--- config.mk ---
export PLATFORM = sky130hd
export DESIGN_NAME = ofm_wr_scheduler
export DESIGN_NICKNAME = d
export VERILOG_FILES = /design/src/rtl/ofm_wr_scheduler.sv
export SDC_FILE = /design/constraint.sdc
export NUM_CORES = 1
export LEC_CHECK = 0
export CAP_MARGIN = 20
export CORE_MARGIN = 2
export CORE_UTILIZATION = 25
export DETAILED_ROUTE_END_ITERATION = 6
export GPL_TIMING_DRIVEN = 1
export SKIP_CTS_REPAIR_TIMING = 1
export SYNTH_ARGS = -nofsm -noshare
export SYNTH_HDL_FRONTEND = slang
export SYNTH_SLANG_ARGS = --single-unit
export TNS_END_PERCENT = 100
--- constraint.sdc ---
create_clock -name clk -period 3.3 [get_ports clk]
set_clock_uncertainty 0.15 [all_clocks]
set_input_delay 0.66 -clock clk [delete_from_list [all_inputs] [get_ports clk]]
set_output_delay 0.66 -clock clk [all_outputs]
set_load 0.01 [all_outputs]
--- src/rtl/ofm_wr_scheduler.sv ---
// rtl/ofm_wr_scheduler.sv - OFM write-back scheduler: splits an op into page-safe write-master transfers
module ofm_wr_scheduler #(
    parameter int BEAT_BYTES     = 64,
    parameter int MAX_XFER_BYTES = 4096,
    parameter int SIZE_W         = 32
) (
    input  logic              clk,
    input  logic              rst_n,
    input  logic              op_start,
    input  logic [63:0]       wmst_offset,
    input  logic [SIZE_W-1:0] ofm_size,
    input  logic              beat_fire,
    input  logic              wmst_done,
    output logic              wmst_req,
    output logic [63:0]       wmst_addr,
    output logic [63:0]       wmst_xfer_size,
    output logic              busy,
    output logic              op_done,
    output logic              beat_err
);

    localparam int BEAT_SHIFT = $clog2(BEAT_BYTES);

    typedef enum logic [2:0] {
        S_IDLE,
        S_CALC,
        S_REQ,
        S_WAIT,
        S_DONE
    } state_t;

    state_t state_q;
    state_t state_d;

    logic [63:0]       cur_addr;
    logic [SIZE_W-1:0] remain;
    logic [SIZE_W-1:0] beat_cnt;
    logic [SIZE_W-1:0] beat_cnt_next;
    logic [12:0]       page_room;
    logic [63:0]       chunk;
    logic [63:0]       remain_ext;
    logic [63:0]       beat_cnt_ext;
    logic [63:0]       exp_beats;

    // Chunk size: bounded by bytes left, the transfer cap and the room left in the current 4 KB page
    always_comb begin
        page_room  = 13'd4096 - {1'b0, cur_addr[11:0]};
        remain_ext = {{(64-SIZE_W){1'b0}}, remain};
        chunk      = remain_ext;
        if (64'(MAX_XFER_BYTES) < chunk) begin
            chunk = 64'(MAX_XFER_BYTES);
        end
        if ({51'd0, page_room} < chunk) begin
            chunk = {51'd0, page_room};
        end
    end

    // Saturating beat count including the current cycle's handshake, and the beats the chunk should carry
    always_comb begin
        beat_cnt_next = beat_cnt;
        if (beat_fire && (beat_cnt != {SIZE_W{1'b1}})) begin
            beat_cnt_next = beat_cnt + 1'b1;
        end
        beat_cnt_ext = {{(64-SIZE_W){1'b0}}, beat_cnt_next};
        exp_beats    = wmst_xfer_size >> BEAT_SHIFT;
    end

    // State register
    always_ff @(posedge clk or negedge rst_n) begin
        if (!rst_n) begin
            state_q <= S_IDLE;
        end else begin
            state_q <= state_d;
        end
    end

    // Next-state and per-state strobes
    always_comb begin
        state_d  = state_q;
        wmst_req = 1'b0;
        busy     = 1'b1;
        op_done  = 1'b0;
        case (state_q)
            S_IDLE: begin
                busy = 1'b0;
                if (op_start) begin
                    state_d = (ofm_size == '0) ? S_DONE : S_CALC;
                end
            end
            S_CALC: begin
                state_d = S_REQ;
            end
            S_REQ: begin
                wmst_req = 1'b1;
                state_d  = S_WAIT;
            end
            S_WAIT: begin
                if (wmst_done) begin
                    state_d = (remain == '0) ? S_DONE : S_CALC;
                end
            end
            S_DONE: begin
                op_done = 1'b1;
                state_d = S_IDLE;
            end
            default: begin
                state_d = S_IDLE;
            end
        endcase
    end

    // Op bookkeeping: address/remaining bytes, registered chunk descriptor, beat accounting
    always_ff @(posedge clk or negedge rst_n) begin
        if (!rst_n) begin
            cur_addr       <= '0;
            remain         <= '0;
            wmst_addr      <= '0;
            wmst_xfer_size <= '0;
            beat_cnt       <= '0;
            beat_err       <= 1'b0;
        end else begin
            case (state_q)
                S_IDLE: begin
                    if (op_start) begin
                        cur_addr <= wmst_offset;
                        remain   <= ofm_size;
                        beat_err <= 1'b0;
                    end
                end
                S_CALC: begin
                    wmst_addr      <= cur_addr;
                    wmst_xfer_size <= chunk;
                    beat_cnt       <= '0;
                end
                S_REQ: begin
                    cur_addr <= cur_addr + wmst_xfer_size;
                    remain   <= remain - wmst_xfer_size[SIZE_W-1:0];
                    beat_cnt <= beat_cnt_next;
                end
                S_WAIT: begin
                    beat_cnt <= beat_cnt_next;
                    if (wmst_done && (beat_cnt_ext != exp_beats)) begin
                        beat_err <= 1'b1;
                    end
                end
                default: begin
                end
            endcase
        end
    end

endmodule

==> key figures <==
Setup path
  – Critical path class: flop to flop
  – Crit path DAT: ~3.8 ns
  – Crit. End Element: flop
  – Setup crit start kind: flop
  – Worst path required time: roughly 3.6 ns
  – Max Fanout on Critical Path: 5

Synth
  – Asr flop ratio synth: 1.00
  – Count of cell types in the netlist: 83
  – Gate Count Post-Synth: around 1700
  – Number of flops mapped to enable cells by yosys: 0
  – Synthesized flop and latch total: 228
  – Synth top area share: 0.373
  – Synth area leaders: dfrtp_1 37%, ha_1 6.3%, mux2_2 4.9%
  – Syn_area_per_cell: a little under 9 sq um
  – Synth Warn #: 0
  – Most common flop cell mapped by yosys: dfrtp_1
  – Sequential-to-total area share from yosys stat: 0.373
  – Largest area contributor in the netlist: dfrtp_1
  – Mapped Area: roughly 0.015 sq mm

Floorplanning
  – IO Count: 233
  – Placement Rows: 90
  – Die Y: between 200 and 300 microns
  – Die Wd: around 250 microns
  – Starting Density: 0.253
  – Core Region: 0.0604 sq mm
  – Die area: approximately 0.063 sq mm

Timing
  – Setup slack after layout: -0.191 ns
  – RSZ-0062 raised after global routing: yes
  – Minimum clock period: approximately 3.5 ns
  – Pins over their slew limit: 0
  – Final hold violation count: 0
  – Fin crit share: 1.06
  – Slew headroom: 0.226
  – Peak Freq: about 290 MHz
  – Tightest Pin Transition: 1.15 ns
  – Final setup violation count: 25

Cells and area
  – Final non-filler cell total: about 2900
  – Layout Utilization: 0.348
  – Layout cell share with drive strength beyond 1: 0.210
  – Area grow syn2layout: 37.6%
  – Final layout net count: ~2300

Clocking
  – H-Tree Depth: 1
  – CTS tree: yes
  – Clock slew seen by the registers of the worst setup and hold paths: approximately 0.06 ns
  – Sink Count: 228
  – Max Root-Sink Buffers: 3
  – CTS Buf Count: 29
  – Worst-Skew Late Latency: just under 0.6 ns
  – Clk root buf: clkbuf_16

Routing
  – Drt via density: between 5 and 6
  – DRC marker count from the first detailed-route iteration: 1068
  – Wire per inst: ~20 microns
  – DRT antenna net count: 0
  – Vias: 14800
  – Drt drc: 0
  – Routed WL: 57400 microns
  – Detailed Routing Iterations Pass 1: 5

GRT
  – Gr usage total: 0.174
  – Largest net degree at the start of global routing: around 100
  – Initial antenna violation count: 4
  – First-pass GRT wire length: 86000 microns
  – GR Overflow Total: 0
  – Vias in the first global route: about 14000

Pwr
  – PD cells: between 900 and 1000 mW/mm^2
  – Worst vdd ir: between 0.4 and 0.5 mV
  – LEAKAGE: ~8.8 nW

Status
  – Status: finished with violations
  – Violated checks: setup timing

Run
  – Max-Cap Viols: 0

Placed design
  – Port Buffers: 200
  – Placer Congestion: about 0.89
  – Detailed Place HPWL: between 40000 and 50000 microns
  – Cells after DPL: between 2000 and 3000

Min path
  – Type of the worst min-delay path: flop to flop
-- cells in the final DEF, fill, tap and decap left out, drive strengths merged, types with 28 or more instances in the layout --
master         instances
a211oi                32
a21o                  32
a21oi                105
a31oi                 43
and3                  31
buf                  224
clkbuf                40
clkdlybuf4s50        199
conb                  32
dfrtp                228
ha                    77
inv                   65
mux2                  67
nand2                200
nand3                 34
nand4                 36
nor2                 135
nor3                  36
nor4                  28
o21ai                108
xnor2                 68
xor2                  36
-- routing by layer --
layer  vias up  part of all wire  GRT usage
met1      7254              0.45      0.244
met3        77             0.072     0.0353
met4         6             0.021     0.0381
li1       6992                 -          -
met5         -           0.00059          0
met2       495              0.46      0.277
-- path summary, 6_finish.rpt --
path	startpoint	endpoint	slack, ns	cells after the start
worst max register to register	remain[16]	wmst_xfer_size[7]	-0.19	13
worst min-delay path	wmst_addr[11]	wmst_addr[11]	0.35	1
max in group asynchronous	rst_n	cur_addr[61]	1.72	3
worst max-delay path	remain[16]	wmst_xfer_size[7]	-0.19	13
min in group asynchronous	rst_n	beat_cnt[11]	0.42	2
worst min register to register	wmst_addr[11]	wmst_addr[11]	0.35	1
-- state kept, by name, summed over array words and instances (netlist names) --
register / flops
wmst_addr: 64
beat_err: 1
beat_cnt: 32
wmst_xfer_size: 32
remain: 32
cur_addr: 64
state_q: 3
-- per-stage QoR --
| stage | total power [W] | TNS, ns | hold WS (ns) | setup WS, ns | instance area, sq um |
|---|---|---|---|---|---|
| 5_1_grt | 0.0204 | -6.02 | 0.370 | -0.266 | 21000 |
| 4_1_cts | 0.0187 | -8.05 | -0.172 | -0.317 | 20500 |
| 6_report | 0.0191 | -2.13 | 0.352 | -0.191 | 21000 |
| 3_3_place_gp | 0.0149 | -3.49 | 0.344 | -0.198 | 19400 |
| 2_1_floorplan | 0.0107 | 0 | 0.214 | 0.0281 | 15400 |
| 3_5_place_dp | 0.0150 | -6.14 | 0.345 | -0.263 | 19400 |
-- synth_stat cells (31+ instances only) --
cell	number
o21ai_0	107
xor2_1	36
nor2_1	132
nand3_1	34
nand4_1	36
a211oi_1	31
mux2_2	67
a31oi_1	42
a21o_1	32
clkbuf_1	65
buf_4	32
xnor2_1	68
inv_1	64
ha_1	77
a21oi_1	104
dfrtp_1	228
nor3_1	34
and3_1	31
nand2_1	200
-- worst max-delay path, stage by stage, from the launching register on --
cell,delay (ns)
dfrtp_1,0.40
nor4_2,0.39
nand4_1,0.24
a21oi_2,0.25
buf_6,0.16
buf_4,0.11
nand2_1,0.05
ha_1,0.26
o21a_1,0.10
o211ai_1,0.31
a31oi_4,0.17
a211o_4,0.39
or2_4,0.26
o211ai_1,0.13
-- logic make-up (layout without fill, tap and decap cells) --
logic type                 Yosys count  count (layout)  synth area share
and+or+nand+nor                    589             589             0.187
AOI/OAI and AO/OA                  470             472             0.202
DFF                                228             228             0.373
buffers and inverters              187             542            0.0559
xor gates and xnor gates           104             104            0.0596
adders and majority gates           79              79            0.0657
muxes                               76              76            0.0553
other                                1              33          0.000245
-- power breakdown --
| part | internal [W] | switching (W) |
|---|---|---|
| clock network | 0.00218 | 0.00135 |
| registers | 0.00384 | 0.000874 |
| logic | 0.00520 | 0.00564 |
| total | 0.0112 | 0.00786 |
-- final cells by class --
type / count / area, sq um
antenna: 1 / 2.50
sequential: 228 / 5710
tap: 782 / 978
clock buffer: 40 / 847
multi-input combinational: 1352 / 9240
timing repair buffer: 424 / 3800
fill: 6110 / 39300
inverter: 65 / 244
clock inverter: 13 / 206
Power figures use the tool's default switching activity.
